==> src/rtl/dma_request_scheduler.sv <==
// Round-robin scheduler for the shared-memory copy engine. Each processor raises a request
// by toggling its trigger line; the scheduler grants one requester at a time, latches its
// copy descriptor, starts the engine, and toggles the processor's ack once the copy is done.
module dma_request_scheduler #(
  parameter int unsigned PROC_CNT = 4,
  parameter int unsigned SIZE     = 16,
  parameter int unsigned PROCSIZE = 16
) (
  input  logic                         clock,
  input  logic                         reset_n,
  input  logic [PROC_CNT-1:0]          trigger,
  output logic [PROC_CNT-1:0]          ack,
  input  logic [PROC_CNT*SIZE-1:0]     ptr_flat,
  input  logic [PROC_CNT*PROCSIZE-1:0] copy_start_flat,
  input  logic [PROC_CNT*PROCSIZE-1:0] copy_length_flat,
  output logic                         eng_start,
  output logic [$clog2(PROC_CNT)-1:0]  eng_proc,
  output logic [SIZE-1:0]              eng_ptr,
  output logic [PROCSIZE-1:0]          eng_copy_start,
  output logic [PROCSIZE-1:0]          eng_copy_length,
  input  logic                         eng_done,
  output logic                         busy,
  output logic                         err_spurious
);

  localparam int unsigned PW  = $clog2(PROC_CNT);
  localparam int unsigned PW1 = PW + 1;

  typedef enum logic [1:0] {StIdle, StRun, StDone} state_e;

  state_e                state_q, state_d;
  logic [PROC_CNT-1:0]   ack_q, ack_d;
  logic [PROC_CNT-1:0]   last_trigger_q, last_trigger_d;
  logic [PW-1:0]         rr_ptr_q, rr_ptr_d;
  logic                  eng_start_q, eng_start_d;
  logic [PW-1:0]         eng_proc_q, eng_proc_d;
  logic [SIZE-1:0]       eng_ptr_q, eng_ptr_d;
  logic [PROCSIZE-1:0]   eng_copy_start_q, eng_copy_start_d;
  logic [PROCSIZE-1:0]   eng_copy_length_q, eng_copy_length_d;
  logic                  err_q, err_d;

  logic [PROC_CNT-1:0]   pending;
  logic                  any_pending;
  logic [PW-1:0]         winner;
  logic [SIZE-1:0]       ptr_arr      [PROC_CNT];
  logic [PROCSIZE-1:0]   start_arr    [PROC_CNT];
  logic [PROCSIZE-1:0]   length_arr   [PROC_CNT];

  // Unpack the flat per-processor descriptor buses.
  always_comb begin
    for (int i = 0; i < int'(PROC_CNT); i++) begin
      ptr_arr[i]    = ptr_flat[i*SIZE +: SIZE];
      start_arr[i]  = copy_start_flat[i*PROCSIZE +: PROCSIZE];
      length_arr[i] = copy_length_flat[i*PROCSIZE +: PROCSIZE];
    end
  end

  // Round-robin search starting at rr_ptr; the wrap is an explicit compare so that
  // non-power-of-two requester counts work.
  always_comb begin
    logic [PW1-1:0] cand;
    logic           found;
    pending     = trigger ^ last_trigger_q;
    any_pending = |pending;
    winner      = '0;
    found       = 1'b0;
    cand        = '0;
    for (int unsigned k = 0; k < PROC_CNT; k++) begin
      cand = {1'b0, rr_ptr_q} + PW1'(k);
      if (cand >= PW1'(PROC_CNT)) begin
        cand = cand - PW1'(PROC_CNT);
      end
      if (!found && pending[cand[PW-1:0]]) begin
        found  = 1'b1;
        winner = cand[PW-1:0];
      end
    end
  end

  // Next-state logic: grant in IDLE, wait for the engine in RUN, hand back the ack in DONE.
  always_comb begin
    state_d           = state_q;
    ack_d             = ack_q;
    last_trigger_d    = last_trigger_q;
    rr_ptr_d          = rr_ptr_q;
    eng_start_d       = 1'b0;
    eng_proc_d        = eng_proc_q;
    eng_ptr_d         = eng_ptr_q;
    eng_copy_start_d  = eng_copy_start_q;
    eng_copy_length_d = eng_copy_length_q;
    // A completion pulse outside RUN has no owner; flag it until reset.
    err_d             = err_q | (eng_done && (state_q != StRun));

    unique case (state_q)
      StIdle: begin
        if (any_pending) begin
          eng_proc_d        = winner;
          eng_ptr_d         = ptr_arr[winner];
          eng_copy_start_d  = start_arr[winner];
          eng_copy_length_d = length_arr[winner];
          if (length_arr[winner] != '0) begin
            eng_start_d = 1'b1;
            state_d     = StRun;
          end else begin
            // Zero-length copies never reach the engine.
            state_d = StDone;
          end
        end
      end
      StRun: begin
        if (eng_done) begin
          state_d = StDone;
        end
      end
      StDone: begin
        ack_d[eng_proc_q]          = ~ack_q[eng_proc_q];
        last_trigger_d[eng_proc_q] = ~last_trigger_q[eng_proc_q];
        if (32'(eng_proc_q) == PROC_CNT - 1) begin
          rr_ptr_d = '0;
        end else begin
          rr_ptr_d = eng_proc_q + PW'(1);
        end
        state_d = StIdle;
      end
      default: begin
        state_d = StIdle;
      end
    endcase
  end

  // State register with synchronous active-low reset; levels present during reset are
  // absorbed into last_trigger so they do not count as requests.
  always_ff @(posedge clock) begin
    if (!reset_n) begin
      state_q           <= StIdle;
      ack_q             <= '0;
      last_trigger_q    <= trigger;
      rr_ptr_q          <= '0;
      eng_start_q       <= 1'b0;
      eng_proc_q        <= '0;
      eng_ptr_q         <= '0;
      eng_copy_start_q  <= '0;
      eng_copy_length_q <= '0;
      err_q             <= 1'b0;
    end else begin
      state_q           <= state_d;
      ack_q             <= ack_d;
      last_trigger_q    <= last_trigger_d;
      rr_ptr_q          <= rr_ptr_d;
      eng_start_q       <= eng_start_d;
      eng_proc_q        <= eng_proc_d;
      eng_ptr_q         <= eng_ptr_d;
      eng_copy_start_q  <= eng_copy_start_d;
      eng_copy_length_q <= eng_copy_length_d;
      err_q             <= err_d;
    end
  end

  assign ack             = ack_q;
  assign eng_start       = eng_start_q;
  assign eng_proc        = eng_proc_q;
  assign eng_ptr         = eng_ptr_q;
  assign eng_copy_start  = eng_copy_start_q;
  assign eng_copy_length = eng_copy_length_q;
  assign busy            = (state_q != StIdle);
  assign err_spurious    = err_q;

endmodule
==> config.mk <==
export PLATFORM = sky130hd
export DESIGN_NAME = dma_request_scheduler
export DESIGN_NICKNAME = d
export VERILOG_FILES = /design/src/rtl/dma_request_scheduler.sv
export SDC_FILE = /design/constraint.sdc
export NUM_CORES = 1
export LEC_CHECK = 0
export ABC_AREA = 1
export CAP_MARGIN = 10
export CORE_MARGIN = 5
export CORE_UTILIZATION = 35
export DETAILED_ROUTE_END_ITERATION = 10
export PLACE_DENSITY_LB_ADDON = 0.3
export SETUP_SLACK_MARGIN = 0.5
export SKIP_CTS_REPAIR_TIMING = 1
export SKIP_LAST_GASP = 1
export SLEW_MARGIN = 20
export SYNTH_ARGS = -nofsm -noshare
export SYNTH_HDL_FRONTEND = slang
export SYNTH_SLANG_ARGS = --single-unit
==> constraint.sdc <==
create_clock -name clock -period 4.8 [get_ports clock]
set_input_delay 0.72 -clock clock [delete_from_list [all_inputs] [get_ports clock]]
set_output_delay 0.72 -clock clock [all_outputs]
set_load 0.01 [all_outputs]
==> key figures, run 1 <==
CTS
  • Clk_lat worst skew: 0.33 ns
  • Reg clk slew, reported paths: 0.05 ns
  • Root Buffer: clkbuf_16
  • Clk sinks: 64
  • Number of H-tree levels: 3
  • Bufs on Longest Clock Path: 2
  • TritonCTS clock tree: yes
  • Total CTS buffers: 9

STA
  • Final hold violation count: 0
  • RSZ-0062 raised after global routing: false
  • Fin Setup TNS: 0 ns
  • Clock Skews: 0.00671 ns
  • Post-route clock period utilization: 72.3%
  • Slew Limit Fails: 0
  • Slew HR: 34.4%
  • Final setup viols: 0
  • Peak Freq: 0.288 GHz
  • Slew @ Worst Pin: 0.977 ns
  • Minimum clock period: 3.47 ns

Worst setup path
  • R2R Setup Slk: 1.60 ns
  • Kind of critical path: in -> reg
  • Crit path capture type: flip-flop
  • Worst Setup Start Kind: input pin
  • Reg-to-Reg Start: rr_ptr_q[0]
  • Depth of the most critical reg-to-reg path: 13
  • R2R Path End: eng_ptr[10]
  • Worst EP arrival: 3.70 ns
  • Setup crit end: eng_ptr[10]
  • Worst-path fanout max: 89
  • Crit path required time: 5.02 ns
  • Worst Setup SP: trigger[2]

Drt
  • DR iter-0 viols: 281
  • Routed WL: 16,600 um
  • Vias/cell: 4.81
  • Via count: 5,463
  • Antenna Violating Nets Remaining: 0
  • DR DRC count: 0
  • Avg WL per Cell: 14.6 um
  • Pre-antenna DRT Iters: 5

Min path
  • Hold Crit Start: state_q[0]
  • Worst Hold Class: reg -> reg
  • WHS Path Cells: 2

Layout
  • Layout net count: 1,159
  • Layout Area Growth over Synthesis: 61.5%
  • Share of cells above drive strength 1: 3.75%
  • Finished Layout Cells: 1,136
  • Fillers: 1,264
  • Antenna Cells: 0

Run status
  • Status: completed

Floorplanning
  • Core area: 13,100 um2
  • Core Rows: 42
  • # IOs: 256
  • Die Wd: 125 um
  • Die ar.: 15,600 um2
  • Die Y-Extent: 125 um
  • Starting Density: 35.4%

Logic synthesis
  • Mapped Area: 4630 um2
  • Post-synth cell types: 34
  • Syn_nets: 933
  • Number of cells produced by synthesis: 730
  • Synth Area per Inst: 6.34 um2
  • Seq/Total Area, Yosys: 28.6%
  • Register bit count reported by yosys: 64
  • Yosys warns: 0

Placed design
  • Placer congestion estimate: 0.862
  • Dpl hpwl: 12,600 um
  • IO Port Bufs: 255
  • Dpl cells: 1,121

Power and ir drop
  • Share of power burned in registers: 24.7%
  • Combinational Power Share: 56.6%
  • Peak VDD IR: 0.261 mV
  • Power Density: 428 nW/um2
  • Pleak: 0.00347 uW
  • Clock share of power: 18.6%
  • Sw Ratio: 41.4%
  • Int Pwr: 1870 uW
  • Switching power: 1320 uW

GRT
  • Congestion Overflow GR: 0
  • Initial antenna violation count: 0
  • Vias in the first global route: 5,249
  • First-pass GRT wire length: 26,300 um
  • Total GRT Usage: 20.4%
  • Largest net degree at the start of global routing: 90

Flow run
  • Max Cap Viol: 0
logic make-up (layout without fill, tap and decap cells):
kind of cell               Yosys count  in the layout  share of synthesized area, %
xor gates and xnor gates             2              2                         0.541
AOI/OAI and AO/OA                  150            150                          20.0
DFF                                 64             64                          28.6
adders and majority gates            4              4                          1.08
muxes                               28             28                          6.06
and+or+nand+nor                    325            325                          29.4
buffers and inverters              157            387                          14.3
power by group through the flow:
stage | Combinational [uW] | Clock (uW) | Sequential [uW]
after global routing | 2010 | 637 | 807
after floorplan | 1100 | 0 | 842
after global placement | 1800 | 0 | 800
after CTS | 1830 | 616 | 791
final | 1810 | 594 | 790
after detailed placement | 1820 | 0 | 795
cells in the mapped netlist:
cell type | instances | area share (%)
inv_2 | 3 | 0.24
nor3_1 | 1 | 0.11
o21ai_2 | 1 | 0.19
o21ai_1 | 11 | 1.2
ha_1 | 4 | 1.1
o211ai_1 | 19 | 3.1
xnor2_1 | 1 | 0.19
o221ai_1 | 14 | 2.7
and3_1 | 1 | 0.14
mux2i_1 | 28 | 6.1
buf_2 | 17 | 1.8
nand2_2 | 3 | 0.41
clkbuf_4 | 1 | 0.16
dfxtp_1 | 60 | 26
nor2_1 | 71 | 5.8
nand2_1 | 177 | 14
nand3_2 | 2 | 0.43
buf_6 | 3 | 0.73
o311ai_1 | 18 | 3.4
a21oi_1 | 47 | 5.1
clkbuf_1 | 17 | 1.4
nor2_4 | 1 | 0.24
nand3b_1 | 4 | 0.65
nand2_4 | 1 | 0.24
buf_4 | 7 | 1.1
buf_1 | 2 | 0.16
edfxtp_1 | 4 | 2.6
nor2_2 | 4 | 0.54
clkinv_1 | 1 | 0.081
o21ai_0 | 38 | 4.1
nand3_1 | 60 | 6.5
a211oi_1 | 2 | 0.32
inv_1 | 106 | 8.6
xor2_2 | 1 | 0.35
how the worst min path moves through the flow:
stage,end,slack (ns)
final,state_q[1],0.49
after global routing,eng_copy_start[0],0.52
after CTS,state_q[1],0.49
after detailed placement,eng_copy_start[0],0.48
after global placement,eng_copy_start[3],0.48
after floorplan,state_q[1],0.46
cells in the final DEF, fill, tap and decap left out, types with 4 or more instances in the layout:
cell / netlist / routed
nor2_1: 71 / 71
mux2i_1: 28 / 28
o221ai_1: 14 / 14
o21ai_0: 38 / 38
clkdlybuf4s50_1: 0 / 254
edfxtp_1: 4 / 4
dfxtp_1: 60 / 60
nand3_1: 60 / 60
o311ai_1: 18 / 18
inv_1: 106 / 106
buf_4: 7 / 7
o21ai_1: 11 / 11
o211ai_1: 19 / 19
clkbuf_16: 0 / 9
a21oi_1: 47 / 47
nand2_1: 177 / 177
nand3b_1: 4 / 4
ha_1: 4 / 4
stage by stage:
stage	setup WS, ns	hold WS [ns]	power (uW)	area (um2)	utilization [%]
floorplan	2.40	0.464	1950	4630	-
global placement	1.06	0.480	2600	7200	55.0
detailed placement	0.996	0.485	2620	7200	55.0
CTS	1.34	0.493	3230	7470	57.1
global route	0.971	0.524	3460	7470	57.1
finish	1.33	0.491	3190	7470	57.1
registers in the layout, indices dropped and copies added (netlist names):
register         flops
last_trigger_q       4
ack                  4
state_q              2
eng_copy_length     16
eng_proc             2
eng_copy_start      16
eng_start            1
eng_ptr             16
err_spurious         1
rr_ptr_q             2
area by class of cell:
| class | instances | area [um2] | share of cell area, % |
|---|---|---|---|
| multi-input cells | 509 | 2650 | 35.4 |
| repair buffers | 262 | 2600 | 34.8 |
| flip-flops and latches | 64 | 1320 | 17.7 |
| inverters | 110 | 413 | 5.53 |
| clock buffers | 14 | 264 | 3.53 |
| well taps | 176 | 220 | 2.95 |
| clock inverters | 1 | 5.00 | 0.0670 |
worst max-delay path, stage by stage:
cell,delay [ns]
clkdlybuf4s50_1,0.52
inv_2,0.05
nand2_1,0.07
nand2_1,0.07
nand2_1,0.11
nand3_1,0.08
nand2_1,0.16
nand2_1,0.08
nor2_2,0.10
nand3_2,0.10
nand2_4,0.63
buf_4,0.41
mux2i_1,0.24
o221ai_1,0.13
nand2_1,0.08
inv_1,0.04
routing by layer:
metal	vias up	part of all wire (%)	wire length (um)	global-route usage, %
met2	153	50	8240	34.7
met5	-	0	0	0
met1	2439	41	6780	24.1
met4	0	2.3	388	7.27
met3	29	7.3	1210	6.65
li1	2842	-	-	-
Power figures use the tool's default switching activity.
==> run 2: changes to the inputs <==
clock period = 2.8 ns   (was 4.8 ns; I/O delays follow)
==> key figures, run 2 (synthesis results as in run 1) <==
Run status
  • Status: completed

Power and ir drop
  • Pleak: 0.00382 uW
  • Peak VDD IR: 0.412 mV
  • Pwr Total: 6370 uW
  • Power Density: 773 nW/um2

Worst setup path
  • Kind of critical path: reg -> reg
  • Crit path required time: 3.00 ns
  • Worst-path fanout max: 5
  • Bufs and invs on worst path: 1
  • Top Family by Delay on Critical Path: simple AND/OR/NAND/NOR gates
  • CP cell instances: nand2_2 -> nand2_2 -> nand2_4 -> nand3_4 -> nand2_4 -> nand2_2 -> nor2_4 -> nand3_4 -> nand2_8 -> clkbuf_16 -> nand2_1 -> nand2_1 -> o21ai_2 -> nor2_1 -> nand2_1 -> nor2_4 -> nand2_1 -> nand2_1 -> o21ai_1
  • Critical path's slowest cell: edfxtp_1
  • Worst EP arrival: 2.67 ns
  • CP max stage delay: 0.47 ns
  • Worst Setup Start Kind: flip-flop
  • Crit path capture type: flip-flop
  • CP dominant cell by count: nand2_1

Placed design
  • IO Port Bufs: 255
  • Placer congestion estimate: 0.861
  • Dpl cells: 1,148
  • Dpl hpwl: 13,400 um

CTS
  • Clk sinks: 64
  • Clk_lat worst skew: 0.33 ns
  • TritonCTS clock tree: yes
  • Root Buffer: clkbuf_16
  • Bufs on Longest Clock Path: 2
  • Reg clk slew, reported paths: 0.05 ns
  • Number of H-tree levels: 3
  • Total CTS buffers: 9

Drt
  • Vias/cell: 4.93
  • Via count: 5,782
  • DR DRC count: 0
  • DR iter-0 viols: 319
  • Antenna Violating Nets Remaining: 0
  • Pre-antenna DRT Iters: 5
  • Avg WL per Cell: 15.4 um
  • Routed WL: 18,000 um

STA
  • Clock Skews: 0.00759 ns
  • Minimum clock period: 2.47 ns
  • RSZ-0062 raised after global routing: true
  • Final setup viols: 0
  • Peak Freq: 0.405 GHz
  • Fin Setup TNS: 0 ns
  • Final hold violation count: 0
  • Slew Limit Fails: 0
  • Slew HR: 69.4%
  • Post-route clock period utilization: 88.2%
  • Slew @ Worst Pin: 0.459 ns

Floorplanning
  • # IOs: 256
  • Die Y-Extent: 125 um
  • Starting Density: 35.4%
  • Core area: 13,100 um2
  • Die ar.: 15,600 um2
  • Core Rows: 42
  • Die Wd: 125 um

Layout
  • Commonest non-fill, non-tap cell in the layout: clkdlybuf4s50_1
  • Share of cells above drive strength 1: 11.3%
  • Final design utilization: 63.0%
  • Layout Area Growth over Synthesis: 78.2%
  • Layout net count: 1,195
  • Commonest non-fill, non-tap cells in the layout: clkdlybuf4s50_1, nand2_1, inv_1, nor2_1, dfxtp_1
  • Antenna Cells: 0
  • Finished Layout Cells: 1,172

GRT
  • Largest net degree at the start of global routing: 37
  • First-pass GRT wire length: 26,700 um
  • Congestion Overflow GR: 0
  • Vias in the first global route: 5,323
  • Initial antenna violation count: 0
  • Total GRT Usage: 20.7%

Min path
  • Worst Hold Class: in -> reg

Flow run
  • Max Cap Viol: 0
-- run 2: where the power goes --
part | internal [uW] | total, uW | switching (uW)
clock network | 709 | 1090 | 384
registers | 1180 | 1350 | 166
logic | 1940 | 3930 | 1990
-- run 2: final timing paths --
check	to	slack, ns	depth (start not counted)	start
setup / recovery	state_q[0]	0.33	19	last_trigger_q[2]
hold reg to reg	state_q[1]	0.49	2	state_q[0]
hold / removal	rr_ptr_q[1]	0.47	3	reset_n
setup reg to reg	state_q[0]	0.33	19	last_trigger_q[2]
-- run 2: through the flow --
| stage | area (um2) | hold slack, ns | setup WS [ns] |
|---|---|---|---|
| floorplan | 4630 | 0.464 | 0.699 |
| global placement | 7540 | 0.478 | -0.142 |
| detailed placement | 7540 | 0.477 | -0.203 |
| CTS | 7830 | 0.461 | 0.132 |
| global route | 8240 | 0.479 | 0.0775 |
| finish | 8240 | 0.474 | 0.330 |
-- run 2: cell type report --
class	count	area, um2
clock inverter	1	30.0
tap	176	220
timing repair buffer	298	3150
clock buffer	14	254
multi-input combinational	509	2850
fill	1168	4840
inverter	110	413
sequential	64	1330
-- run 2: worst register-to-register path: stages, from the launching register on --
cell       delay [ns]
edfxtp_1         0.47
nand2_2          0.13
nand2_2          0.08
nand2_4          0.09
nand3_4          0.07
nand2_4          0.10
nand2_2          0.07
nor2_4           0.12
nand3_4          0.17
nand2_8          0.16
clkbuf_16        0.16
nand2_1          0.05
nand2_1          0.07
o21ai_2          0.08
nor2_1           0.10
nand2_1          0.09
nor2_4           0.14
nand2_1          0.06
nand2_1          0.07
o21ai_1          0.06
-- run 2: layer usage --
layer	track usage, %	part of all wire [%]	vias up
met5	0	0	-
met4	7.59	2.0	0
met3	5.59	6.8	27
met2	35.3	50	178
met1	25.1	41	2653
li1	-	-	2924
